===== config.mk =====
export PLATFORM = sky130hd
export DESIGN_NAME = stepdown_deadtime_ctrl
export DESIGN_NICKNAME = d
export VERILOG_FILES = /design/src/rtl/stepdown_loop_pkg.sv /design/src/rtl/cel_sync2.sv /design/src/rtl/stepdown_deadtime_ctrl.sv
export SDC_FILE = /design/constraint.sdc
export NUM_CORES = 1
export LEC_CHECK = 0
export BUFFER_PORTS_ARGS = -buffer_cell sky130_fd_sc_hd__buf_2
export CAP_MARGIN = 40
export CORE_MARGIN = 4
export CORE_UTILIZATION = 48
export DETAILED_ROUTE_END_ITERATION = 7
export PLACE_DENSITY_LB_ADDON = 0.1
export SYNTH_ARGS = -nofsm -noshare
export SYNTH_HDL_FRONTEND = slang
export SYNTH_SLANG_ARGS = --single-unit

===== constraint.sdc =====
create_clock -name CELCLK -period 2.25 [get_ports CELCLK]
set_input_delay 0.225 -clock CELCLK [delete_from_list [all_inputs] [get_ports CELCLK]]
set_output_delay 0.225 -clock CELCLK [all_outputs]
set_load 0.02 [all_outputs]

===== src/rtl/stepdown_loop_pkg.sv =====
// rtl/stepdown_loop_pkg.sv - state encoding and width defaults for the step-down dead-time controller
package stepdown_loop_pkg;

  localparam int DT_W_DEF  = 4;
  localparam int TON_W_DEF = 6;

  typedef enum logic [2:0] {
    ST_OFF   = 3'd0,
    ST_DT_LH = 3'd1,
    ST_HS_ON = 3'd2,
    ST_DT_HL = 3'd3,
    ST_LS_ON = 3'd4
  } dt_state_e;

endpackage


===== src/rtl/cel_sync2.sv =====
// rtl/cel_sync2.sv - two-flop synchroniser for asynchronous single-bit inputs
module cel_sync2 (
  input  logic clk,
  input  logic rst_n,
  input  logic d,
  output logic q
);

  logic meta;

  always_ff @(posedge clk or negedge rst_n) begin
    if (!rst_n) begin
      meta <= 1'b0;
      q    <= 1'b0;
    end else begin
      meta <= d;
      q    <= meta;
    end
  end

endmodule


===== src/rtl/stepdown_deadtime_ctrl.sv =====
// rtl/stepdown_deadtime_ctrl.sv - buck half-bridge gate sequencer with dead time, min-on and current limit
module stepdown_deadtime_ctrl
  import stepdown_loop_pkg::*;
#(
  parameter int DT_W  = DT_W_DEF,
  parameter int TON_W = TON_W_DEF
) (
  input  logic             CELCLK,
  input  logic             CELRSTN,
  input  logic             CELV,
  input  logic             CELG,
  input  logic             SUB,
  input  logic             en,
  input  logic             pwm_in,
  input  logic             ocp,
  input  logic [DT_W-1:0]  dt_hs,
  input  logic [DT_W-1:0]  dt_ls,
  input  logic [TON_W-1:0] ton_min,
  output logic             hs_drv,
  output logic             ls_drv,
  output logic             ocp_flag,
  output logic [2:0]       state_o
);

  dt_state_e        state, state_nxt;
  logic [DT_W-1:0]  dt_cnt;
  logic [TON_W-1:0] ton_cnt;
  logic             pwm_s, ocp_s;
  logic             dt_done, ton_done, ocp_trip;
  logic             unused_pins;

  // Supply pins exist only so the netlist carries them.
  assign unused_pins = CELV ^ CELG ^ SUB;

  cel_sync2 u_sync_pwm (.clk(CELCLK), .rst_n(CELRSTN), .d(pwm_in), .q(pwm_s));
  cel_sync2 u_sync_ocp (.clk(CELCLK), .rst_n(CELRSTN), .d(ocp),    .q(ocp_s));

  // Counters hold the cycles remaining including the current one.
  assign dt_done  = (dt_cnt <= DT_W'(1));
  assign ton_done = (ton_cnt <= TON_W'(1));
  assign ocp_trip = en && ocp_s && (state == ST_DT_LH || state == ST_HS_ON);

  always_comb begin
    state_nxt = state;
    if (!en) begin
      state_nxt = ST_OFF;
    end else begin
      case (state)
        ST_OFF, ST_LS_ON: if (pwm_s && !ocp_flag) state_nxt = ST_DT_LH;
        ST_DT_LH: begin
          if (ocp_s)        state_nxt = ST_DT_HL;
          else if (dt_done) state_nxt = ST_HS_ON;
        end
        ST_HS_ON: begin
          if (ocp_s || (!pwm_s && ton_done)) state_nxt = ST_DT_HL;
        end
        ST_DT_HL: if (dt_done) state_nxt = ST_LS_ON;
        default:  state_nxt = ST_OFF;
      endcase
    end
  end

  always_ff @(posedge CELCLK or negedge CELRSTN) begin
    if (!CELRSTN) begin
      state    <= ST_OFF;
      hs_drv   <= 1'b0;
      ls_drv   <= 1'b0;
      ocp_flag <= 1'b0;
      dt_cnt   <= '0;
      ton_cnt  <= '0;
    end else begin
      state  <= state_nxt;
      hs_drv <= (state_nxt == ST_HS_ON);
      ls_drv <= (state_nxt == ST_LS_ON);

      // Dead-time settings are captured once on entry and then ignored.
      if (state_nxt == ST_DT_LH && state != ST_DT_LH)
        dt_cnt <= (dt_hs == '0) ? DT_W'(1) : dt_hs;
      else if (state_nxt == ST_DT_HL && state != ST_DT_HL)
        dt_cnt <= (dt_ls == '0) ? DT_W'(1) : dt_ls;
      else if (dt_cnt != '0)
        dt_cnt <= dt_cnt - DT_W'(1);

      if (state_nxt == ST_HS_ON && state != ST_HS_ON)
        ton_cnt <= ton_min;
      else if (ton_cnt != '0)
        ton_cnt <= ton_cnt - TON_W'(1);

      if (ocp_trip)
        ocp_flag <= 1'b1;
      else if (!pwm_s && !ocp_s)
        ocp_flag <= 1'b0;
    end
  end

  assign state_o = state;

endmodule


==> run metrics, run 1 <==
Core Region 2500 um2; CTS Buf Count 3; Worst Slack Setup Final 0.154 ns; root buffer cell clkbuf_4; max_cap viols 0; CTS tree done; period utilization 0.932; drt pass-1 iters 4; worst clock skew 0.00556 ns; DR iter-0 viols 25; Pleak 0.709 nW; H-tree lvl count 1; final WL 2.75 mm; R2R Path Start dt_cnt[1]; num ports 28; Synth Instances 135; DRC errors left 0; nets 199; Yosys cell types 47; global-route wire length before repair 4.82 mm; critical path endpoint category register; EDFF count, synth 0; syn_nets 162; dpl hpwl 2.20 mm; vias in the first global route 1,128; arrival time at the worst endpoint 2.28 ns; initial core utilization 0.508; Worst-Skew Late Latency 0.29 ns; Max Clock Freq 477 MHz; Routed WL per cell 13.7 um; FP Rows 18; Reg clk slew, reported paths 0.12 ns; Area Growth Syn to Fin 21.1%; GRT Overall Usage 0.175; die height 59.4 um; register area share after synthesis 0.394; Synth Register Bits 20; worst slew pin tran 0.450 ns; Startpoint Class register; status finished, final reports clean; post-route antenna net violation count 0; crit path from dt_cnt[1]; initial antenna violation count 0; postcts setup bufs 0; critical path class register to register; final hold vios 0; Post-synth top flop dfrtp_1; port bufs 24; ant diodes 0; Sink Count 20; gr ovfl total 0; die width 59.4 um; asr flop ratio synth 1.00; Mapped Avg Cell Area 9.40 um2; pre-CTS WS 0.0641 ns; final setup violation count 0; min cycle time layout 2.10 ns; Worst Path Max Fanout 4; fin. max-slew vios 0; largest net degree at the start of global routing 21; min-delay src pwm_in; vias per cell 5.50; power per cell area 1160 nW/um2; setup repair after global routing missed its margin false; Worst VDD drop 675 uV; most frequent cells in the layout buf_2 (24), dfrtp_1 (20), nand2_1 (13); Syn. warnings 0; Via Count 1,105; layout cells sized above 1 0.310; Hold Crit Class primary input to register; most common cell after layout, fill and taps aside buf_2; Rel. slew slack 0.700; global placement routability congestion 0.842; Final TNS setup 0 ns; synthesized area 1270 um2; Worst EP required 2.43 ns; CTS Buffer Depth 2; die footprint 3530 um2
==> synthesized netlist by cell type, types with 2 or more instances <==
master / n / share of area
buf_6: 2 / 0.018
nand2b_1: 2 / 0.0099
a31oi_1: 2 / 0.0099
nand4b_1: 2 / 0.014
nor2_2: 2 / 0.0099
o31ai_1: 5 / 0.030
nor2_1: 8 / 0.024
inv_1: 6 / 0.018
nor3_1: 4 / 0.016
and2_1: 4 / 0.020
a21oi_1: 9 / 0.036
ha_1: 5 / 0.049
nand2_1: 13 / 0.038
o21ai_1: 2 / 0.0079
nor4_1: 2 / 0.0099
xor2_1: 3 / 0.021
nand3b_1: 2 / 0.012
nand3_1: 3 / 0.012
nand3_2: 3 / 0.024
nor2b_1: 2 / 0.0099
o21ai_0: 3 / 0.012
dfrtp_1: 20 / 0.39
inv_2: 2 / 0.0059
xnor2_1: 4 / 0.028
o22ai_1: 2 / 0.0099
o211ai_1: 2 / 0.012
==> cell type report <==
type,instances,area [um2]
sequential,20,500
timing repair buffer,36,213
multi-input combinational,103,719
inverter,8,30.0
tap,30,37.5
fill,212,963
clock buffer,4,36.3
==> registers in the layout, summed over array words and instances, names as in the netlist <==
signal,cells
hs_drv,1
ton_cnt,6
u_sync_ocp.q,1
ocp_flag,1
state_o,3
u_sync_ocp.meta,1
ls_drv,1
dt_cnt,4
u_sync_pwm.q,1
u_sync_pwm.meta,1
==> report_power, final <==
| part | switching, W | total (W) | leakage, nW | internal (W) |
|---|---|---|---|---|
| Clock | 0.000110 | 0.000208 | 0.0210 | 0.0000985 |
| Combinational | 0.000501 | 0.000967 | 0.440 | 0.000466 |
| Sequential | 0.000132 | 0.000609 | 0.248 | 0.000476 |
==> final timing paths <==
path / end / slack, ns / cells after the start
worst max-delay path: dt_cnt[0] / 0.15 / 11
worst min-delay path: u_sync_pwm.meta / 0.03 / 1
worst max register to register: dt_cnt[0] / 0.15 / 11
worst min register to register: u_sync_ocp.q / 0.36 / 0
max in group asynchronous: u_sync_pwm.q / 1.55 / 2
min in group asynchronous: dt_cnt[2] / 0.39 / 2
==> critical path, stage by stage, from the launching register on <==
cell and delay (ns):
dfrtp_1 0.41, inv_1 0.08, ha_1 0.19, nor2_2 0.06, buf_4 0.14, o41ai_4 0.32
nand3_2 0.14, nand3_2 0.13, inv_2 0.07, nand3_2 0.09, mux2i_1 0.23, o221ai_2 0.12
==> metal layers <==
metal | GRT usage | share of wire
met2 | 0.323 | 0.53
met3 | 0.0218 | 0.042
met5 | 0 | 0
met1 | 0.213 | 0.42
met4 | 0.0388 | 0
==> metrics by stage <==
stage	hold slack (ns)	instances	power, W	area (um2)	util
6_report	0.0298	201	0.00178	1540	0.615
5_1_grt	0.0212	201	0.00194	1540	0.615
4_1_cts	0.0205	201	0.00177	1520	0.609
3_5_place_dp	0.199	196	0.00156	1480	0.590
3_3_place_gp	0.198	196	0.00152	1480	0.590
2_1_floorplan	-0.0706	135	0.00126	1270	-
==> repair_timing <==
item,CTS,global route
endpoints found under the setup margin,0,4
hold endpoints to repair,20,0
resized for setup,0,2
hold buffers,1,0
==> cells by family after synthesis <==
logic type | count (synthesis) | synth area share
buffers and inverters | 12 | 0.0503
AND/OR/NAND/NOR | 56 | 0.251
flip-flops | 20 | 0.394
XOR/XNOR | 7 | 0.0483
adder cells (fa/ha/maj) | 5 | 0.0493
AO/OA/AOI/OAI | 32 | 0.180
multiplexers | 3 | 0.0256
Note: power is estimated with default switching activity, not from simulation.
==> run 2, diff against run 1 <==
--- a/config.mk
+++ b/config.mk
@@ -10,6 +10,7 @@
 export CORE_MARGIN = 4
 export CORE_UTILIZATION = 48
 export DETAILED_ROUTE_END_ITERATION = 7
+export MAX_ROUTING_LAYER = met4
 export PLACE_DENSITY_LB_ADDON = 0.1
 export SYNTH_ARGS = -nofsm -noshare
 export SYNTH_HDL_FRONTEND = slang
==> run 2 against run 1 <==
Net effect:
- sequential power about the same
- sequential share of layout area unchanged
- final cell count unchanged
- die area unchanged
- non-clock buffer count unchanged
- core utilization unchanged
- first-iteration DRC count unchanged
- flip-flop and latch count unchanged
- critical endpoint unchanged
==> run metrics, run 2 (synthesis gave the netlist of run 1 again) <==
status finished, final reports clean; Hold WS 0.0302 ns (+0.000466 ns); final setup violation count 0 (unchanged); crit path from dt_cnt[1]; nets 199 (unchanged); port bufs 24 (unchanged); RR Endpoint dt_cnt[0]; Sink Count 20 (unchanged); postcts setup bufs 0 (unchanged); die footprint 3530 um2 (unchanged); worst clock skew 0.00682 ns (+0.00126 ns); final hold vios 0 (unchanged); largest net degree at the start of global routing 21 (unchanged); gr ovfl total 0 (unchanged); drt pass-1 iters 4 (unchanged); vias per cell 5.49 (-0.18%); power per cell area 1160 nW/um2 (about the same); CTS Buf Count 3 (unchanged); critical path class register to register; Via Count 1,103 (-0.18%); setup repair after global routing missed its margin false; Worst-Skew Late Latency 0.30 ns (about the same); CTS Buffer Depth 2 (unchanged); DRC errors left 0 (unchanged); fin. max-slew vios 0 (unchanged); H-tree lvl count 1 (unchanged); Core Region 2500 um2 (unchanged); global-route wire length before repair 4.83 mm (+0.29%); Final TNS setup 0 ns (unchanged); ant diodes 0 (unchanged); final WL 2.75 mm (-0.25%); Rel. slew slack 0.700 (about the same); Startpoint Class register; dpl hpwl 2.20 mm (unchanged); reg2reg setup slack 0.15 ns (about the same); Reg clk slew, reported paths 0.12 ns (about the same); critical path endpoint category register; Largest register FFs 6 (unchanged); Fillers 212 (unchanged); max_cap viols 0 (unchanged); Worst EP required 2.43 ns (about the same); period utilization 0.931 (about the same); DR iter-0 viols 25 (unchanged); Hold Crit Class primary input to register; num ports 28 (unchanged); initial core utilization 0.508 (unchanged); Worst VDD drop 676 uV (+0.21%); Area Growth Syn to Fin 21.1% (unchanged); layout cells sized above 1 0.310 (unchanged); min cycle time layout 2.10 ns (-0.00101 ns); die height 59.4 um (unchanged); FP Rows 18 (unchanged); vias in the first global route 1,127 (-0.089%); min-delay src pwm_in; Worst Slack Setup Final 0.155 ns (+0.00101 ns); worst r2r path cells 11 (unchanged); Routed WL per cell 13.7 um (-0.25%); root buffer cell clkbuf_4; R2R Path Start dt_cnt[1]; post-route antenna net violation count 0 (unchanged); largest register by flop count ton_cnt; global placement routability congestion 0.855 (+1.6%); arrival time at the worst endpoint 2.28 ns (about the same); Pleak 0.709 nW (unchanged); most common cell after layout, fill and taps aside buf_2; worst slew pin tran 0.450 ns (+0.0000668 ns); GRT Overall Usage 0.180 (+0.00559); Critical Path End dt_cnt[0]; most frequent cells in the layout buf_2 (24), dfrtp_1 (20), nand2_1 (13); CTS tree done; Worst Path Max Fanout 4 (unchanged); initial antenna violation count 0 (unchanged); die width 59.4 um (unchanged); pre-CTS WS 0.0641 ns (unchanged); Max Clock Freq 477 MHz (about the same)
==> run 2: cell counts in the layout (fill, tap and decap cells not counted) <==
No cell type changed its count.
==> run 2: timing repair <==
action	4_1_cts	5_1_grt
endpoints found under the hold margin	20	0
gates resized for setup	0	2
hold buffers	1	0
setup endpoints to repair	0	4
==> run 2: how the worst min path moves through the flow <==
| stage | end | slack, ns | depth (start not counted) |
|---|---|---|---|
| after CTS | u_sync_pwm.meta | 0.02 | 1 |
| final | u_sync_pwm.meta | 0.03 | 1 |
| after floorplan | dt_cnt[0] | -0.07 | 0 |
| after global routing | u_sync_ocp.meta | 0.02 | 1 |
| after global placement | ls_drv | 0.20 | 1 |
| after detailed placement | ls_drv | 0.20 | 1 |
==> run 2: through the flow <==
step	power (W)	cell area, um2	cells	util
final	0.00178	1540	201	0.615
after detailed placement	0.00156	1480	196	0.590
after global routing	0.00194	1540	201	0.615
after global placement	0.00152	1480	196	0.590
after floorplan	0.00126	1270	135	-
after CTS	0.00177	1520	201	0.609
==> run 2: report_power, final <==
| part | internal [W] | switching (W) |
|---|---|---|
| sequential | 0.000476 | 0.000132 |
| combinational | 0.000466 | 0.000501 |
| clock | 0.0000985 | 0.000110 |
| total | 0.00104 | 0.000743 |
==> run 2: final cells by class <==
| class | instances | area [um2] | area share |
|---|---|---|---|
| clock buffers | 4 | 36.3 | 0.0236 |
| repair buffers | 36 | 213 | 0.138 |
| multi-input cells | 103 | 719 | 0.468 |
| inverters | 8 | 30.0 | 0.0195 |
| flip-flops and latches | 20 | 500 | 0.326 |
| well taps | 30 | 37.5 | 0.0244 |
==> run 2: metal layers <==
| layer | share of wire | routed length (um) | vias up | track usage |
|---|---|---|---|---|
| li1 | - | - | 553 | - |
| met1 | 0.42 | 1160 | 519 | 0.214 |
| met2 | 0.53 | 1460 | 29 | 0.323 |
| met3 | 0.042 | 116 | 2 | 0.0218 |
| met4 | 0.0022 | 6 | 0 | 0.0388 |
| met5 | 0 | 0 | - | - |
==> run 2: critical path, stage by stage, from the launching register on <==
cell	delay (ns)
dfrtp_1	0.41
inv_1	0.08
ha_1	0.19
nor2_2	0.06
buf_4	0.14
o41ai_4	0.32
nand3_2	0.14
nand3_2	0.13
inv_2	0.07
nand3_2	0.09
mux2i_1	0.23
o221ai_2	0.12
==> run 3, diff against run 2 <==
--- a/config.mk
+++ b/config.mk
@@ -5,13 +5,14 @@
 export SDC_FILE = /design/constraint.sdc
 export NUM_CORES = 1
 export LEC_CHECK = 0
-export BUFFER_PORTS_ARGS = -buffer_cell sky130_fd_sc_hd__buf_2
 export CAP_MARGIN = 40
 export CORE_MARGIN = 4
-export CORE_UTILIZATION = 48
+export CORE_UTILIZATION = 55
+export CTS_BUF_LIST = sky130_fd_sc_hd__clkbuf_4
 export DETAILED_ROUTE_END_ITERATION = 7
+export DONT_BUFFER_PORTS = 1
 export MAX_ROUTING_LAYER = met4
-export PLACE_DENSITY_LB_ADDON = 0.1
+export PLACE_DENSITY = 0.74
 export SYNTH_ARGS = -nofsm -noshare
 export SYNTH_HDL_FRONTEND = slang
 export SYNTH_SLANG_ARGS = --single-unit
==> run 3 against run 2 <==
Net effect:
- total power fell by 2.9%
- global-route usage grew 2.0 points
- register-to-register slack better by 0.02 ns
- count of clock-buffer cells in the layout fell by 1
- sequential share of layout area is 2.1 points higher
- critical path depth down 2
- clock skew increased by 0.0030 ns
- flip-flop and latch count did not move
- worst setup slack gained 0.017 ns
- worst hold slack better by 0.013 ns
- non-clock buffer count down 19
- critical endpoint is now dt_cnt[1]
==> run metrics, run 3 (synthesis gave the netlist of run 1 again) <==
critical path class register to register; worst clock skew 0.00986 ns (+0.00303 ns); nets 180 (-9.5%); GRT Overall Usage 0.200 (+0.0195); port bufs 0 (-100%); min cycle time layout 2.08 ns (-0.0169 ns); Worst Slack Setup Final 0.172 ns (+0.0169 ns); DRC errors left 0 (unchanged); pre-CTS WS 0.0385 ns (-0.0255 ns); max_cap viols 0 (unchanged); largest register by flop count ton_cnt; dpl hpwl 2.19 mm (-0.25%); post-route antenna net violation count 0 (unchanged); Worst-Skew Late Latency 0.30 ns (about the same); worst slew pin tran 0.461 ns (+0.0110 ns); DR iter-0 viols 38 (+52%); status finished, final reports clean; initial antenna violation count 0 (unchanged); Core Region 2210 um2 (-12%); Routed WL per cell 15.5 um (+14%); CTS Buf Count 3 (unchanged); final WL 2.79 mm (+1.7%); Final TNS setup 0 ns (unchanged); total power 0.00173 W (-2.9%); final setup violation count 0 (unchanged); period utilization 0.924 (-0.00751); num ports 28 (unchanged); Largest register FFs 6 (unchanged); most common cell after layout, fill and taps aside dfrtp_1; multi-input combinational cell area 711 um2 (-1.2%); Max Clock Freq 481 MHz (+0.81%); global placement routability congestion 0.975 (+14%); fin. max-slew vios 0 (unchanged); global-route wire length before repair 4.90 mm (+1.4%); Reg clk slew, reported paths 0.12 ns (about the same); FP Rows 17 (-1); vias in the first global route 1,089 (-3.4%); power per cell area 1200 nW/um2 (+3.2%); vias per cell 5.91 (+7.7%); ant diodes 0 (unchanged); largest net degree at the start of global routing 21 (unchanged); initial core utilization 0.574 (+0.0660); final hold vios 0 (unchanged); gr ovfl total 0 (unchanged); CTS Buffer Depth 2 (unchanged); Worst VDD drop 656 uV (-2.9%); die height 56.0 um (-5.7%); layout cells sized above 1 0.211 (-0.0994); Worst EP required 2.45 ns (+0.02 ns); die footprint 3140 um2 (-11%); die width 56.0 um (-5.7%); setup repair after global routing missed its margin false; Worst Path Max Fanout 5 (+1); drt pass-1 iters 4 (unchanged); Finished Core Util 0.653 (+0.0387); root buffer cell clkbuf_4; most frequent cells in the layout dfrtp_1 (20), nand2_1 (13), buf_4 (13); FF/Latch Area 500 um2 (unchanged); Hold Crit Class primary input to register; CTS tree done; Startpoint Class register; arrival time at the worst endpoint 2.28 ns (about the same); Via Count 1,064 (-3.5%); Pleak 0.624 nW (-12%); H-tree lvl count 1 (unchanged); Rel. slew slack 0.692 (-0.00833); Sink Count 20 (unchanged); Fillers 200 (-5.7%); critical path endpoint category register; postcts setup bufs 0 (unchanged); Area Growth Syn to Fin 13.9%
run 3: power breakdown:
group | total (W) | leakage (nW) | switching (W) | internal, W
Clock | 0.000172 | 0.0154 | 0.000107 | 0.0000646
Combinational | 0.000945 | 0.361 | 0.000487 | 0.000458
Sequential | 0.000615 | 0.248 | 0.000139 | 0.000477
run 3: final timing paths:
path	from	endpoint	slack [ns]	cells after the start
min	ton_min[4]	ton_cnt[4]	0.04	2
min in group asynchronous	CELRSTN	ls_drv	0.31	1
max in group asynchronous	CELRSTN	ton_cnt[1]	1.51	2
min reg2reg	u_sync_pwm.meta	u_sync_pwm.q	0.36	0
max reg2reg	dt_cnt[0]	dt_cnt[1]	0.17	9
max	dt_cnt[0]	dt_cnt[1]	0.17	9
run 3: per-stage QoR:
stage | hold WS (ns) | cell area, um2 | std cells
6_report | 0.0437 | 1450 | 180
5_1_grt | 0.0324 | 1450 | 180
4_1_cts | 0.0274 | 1420 | 179
3_5_place_dp | -0.0702 | 1370 | 172
3_3_place_gp | -0.0702 | 1370 | 172
2_1_floorplan | -0.0706 | 1270 | 135
run 3: critical path, cell delays in order, from the launching register on:
cell	delay [ns]
dfrtp_1	0.39
inv_1	0.05
ha_1	0.23
nor2_2	0.13
nor4_1	0.06
or4_4	0.59
buf_4	0.17
and2_1	0.17
o22ai_1	0.11
o21ai_1	0.07
run 3: layout make-up:
class / count / share of cell area
flip-flops and latches: 20 / 0.346
repair buffers: 17 / 0.0987
clock buffers: 3 / 0.0156
multi-input cells: 103 / 0.492
clock inverters: 1 / 0.00260
inverters: 8 / 0.0208
well taps: 28 / 0.0242
run 3: what timing repair did:
action	4_1_cts	5_1_grt
hold endpoints to repair	22	0
setup endpoints to repair	0	10
hold buffers	3	0
gates resized for setup	0	2
run 3: per-layer routing:
layer,part of all wire,up-vias,global-route usage
met5,0,-,-
met4,0.0086,0,0.0542
met3,0.057,4,0.0371
met2,0.51,33,0.336
met1,0.43,508,0.246
li1,-,519,-
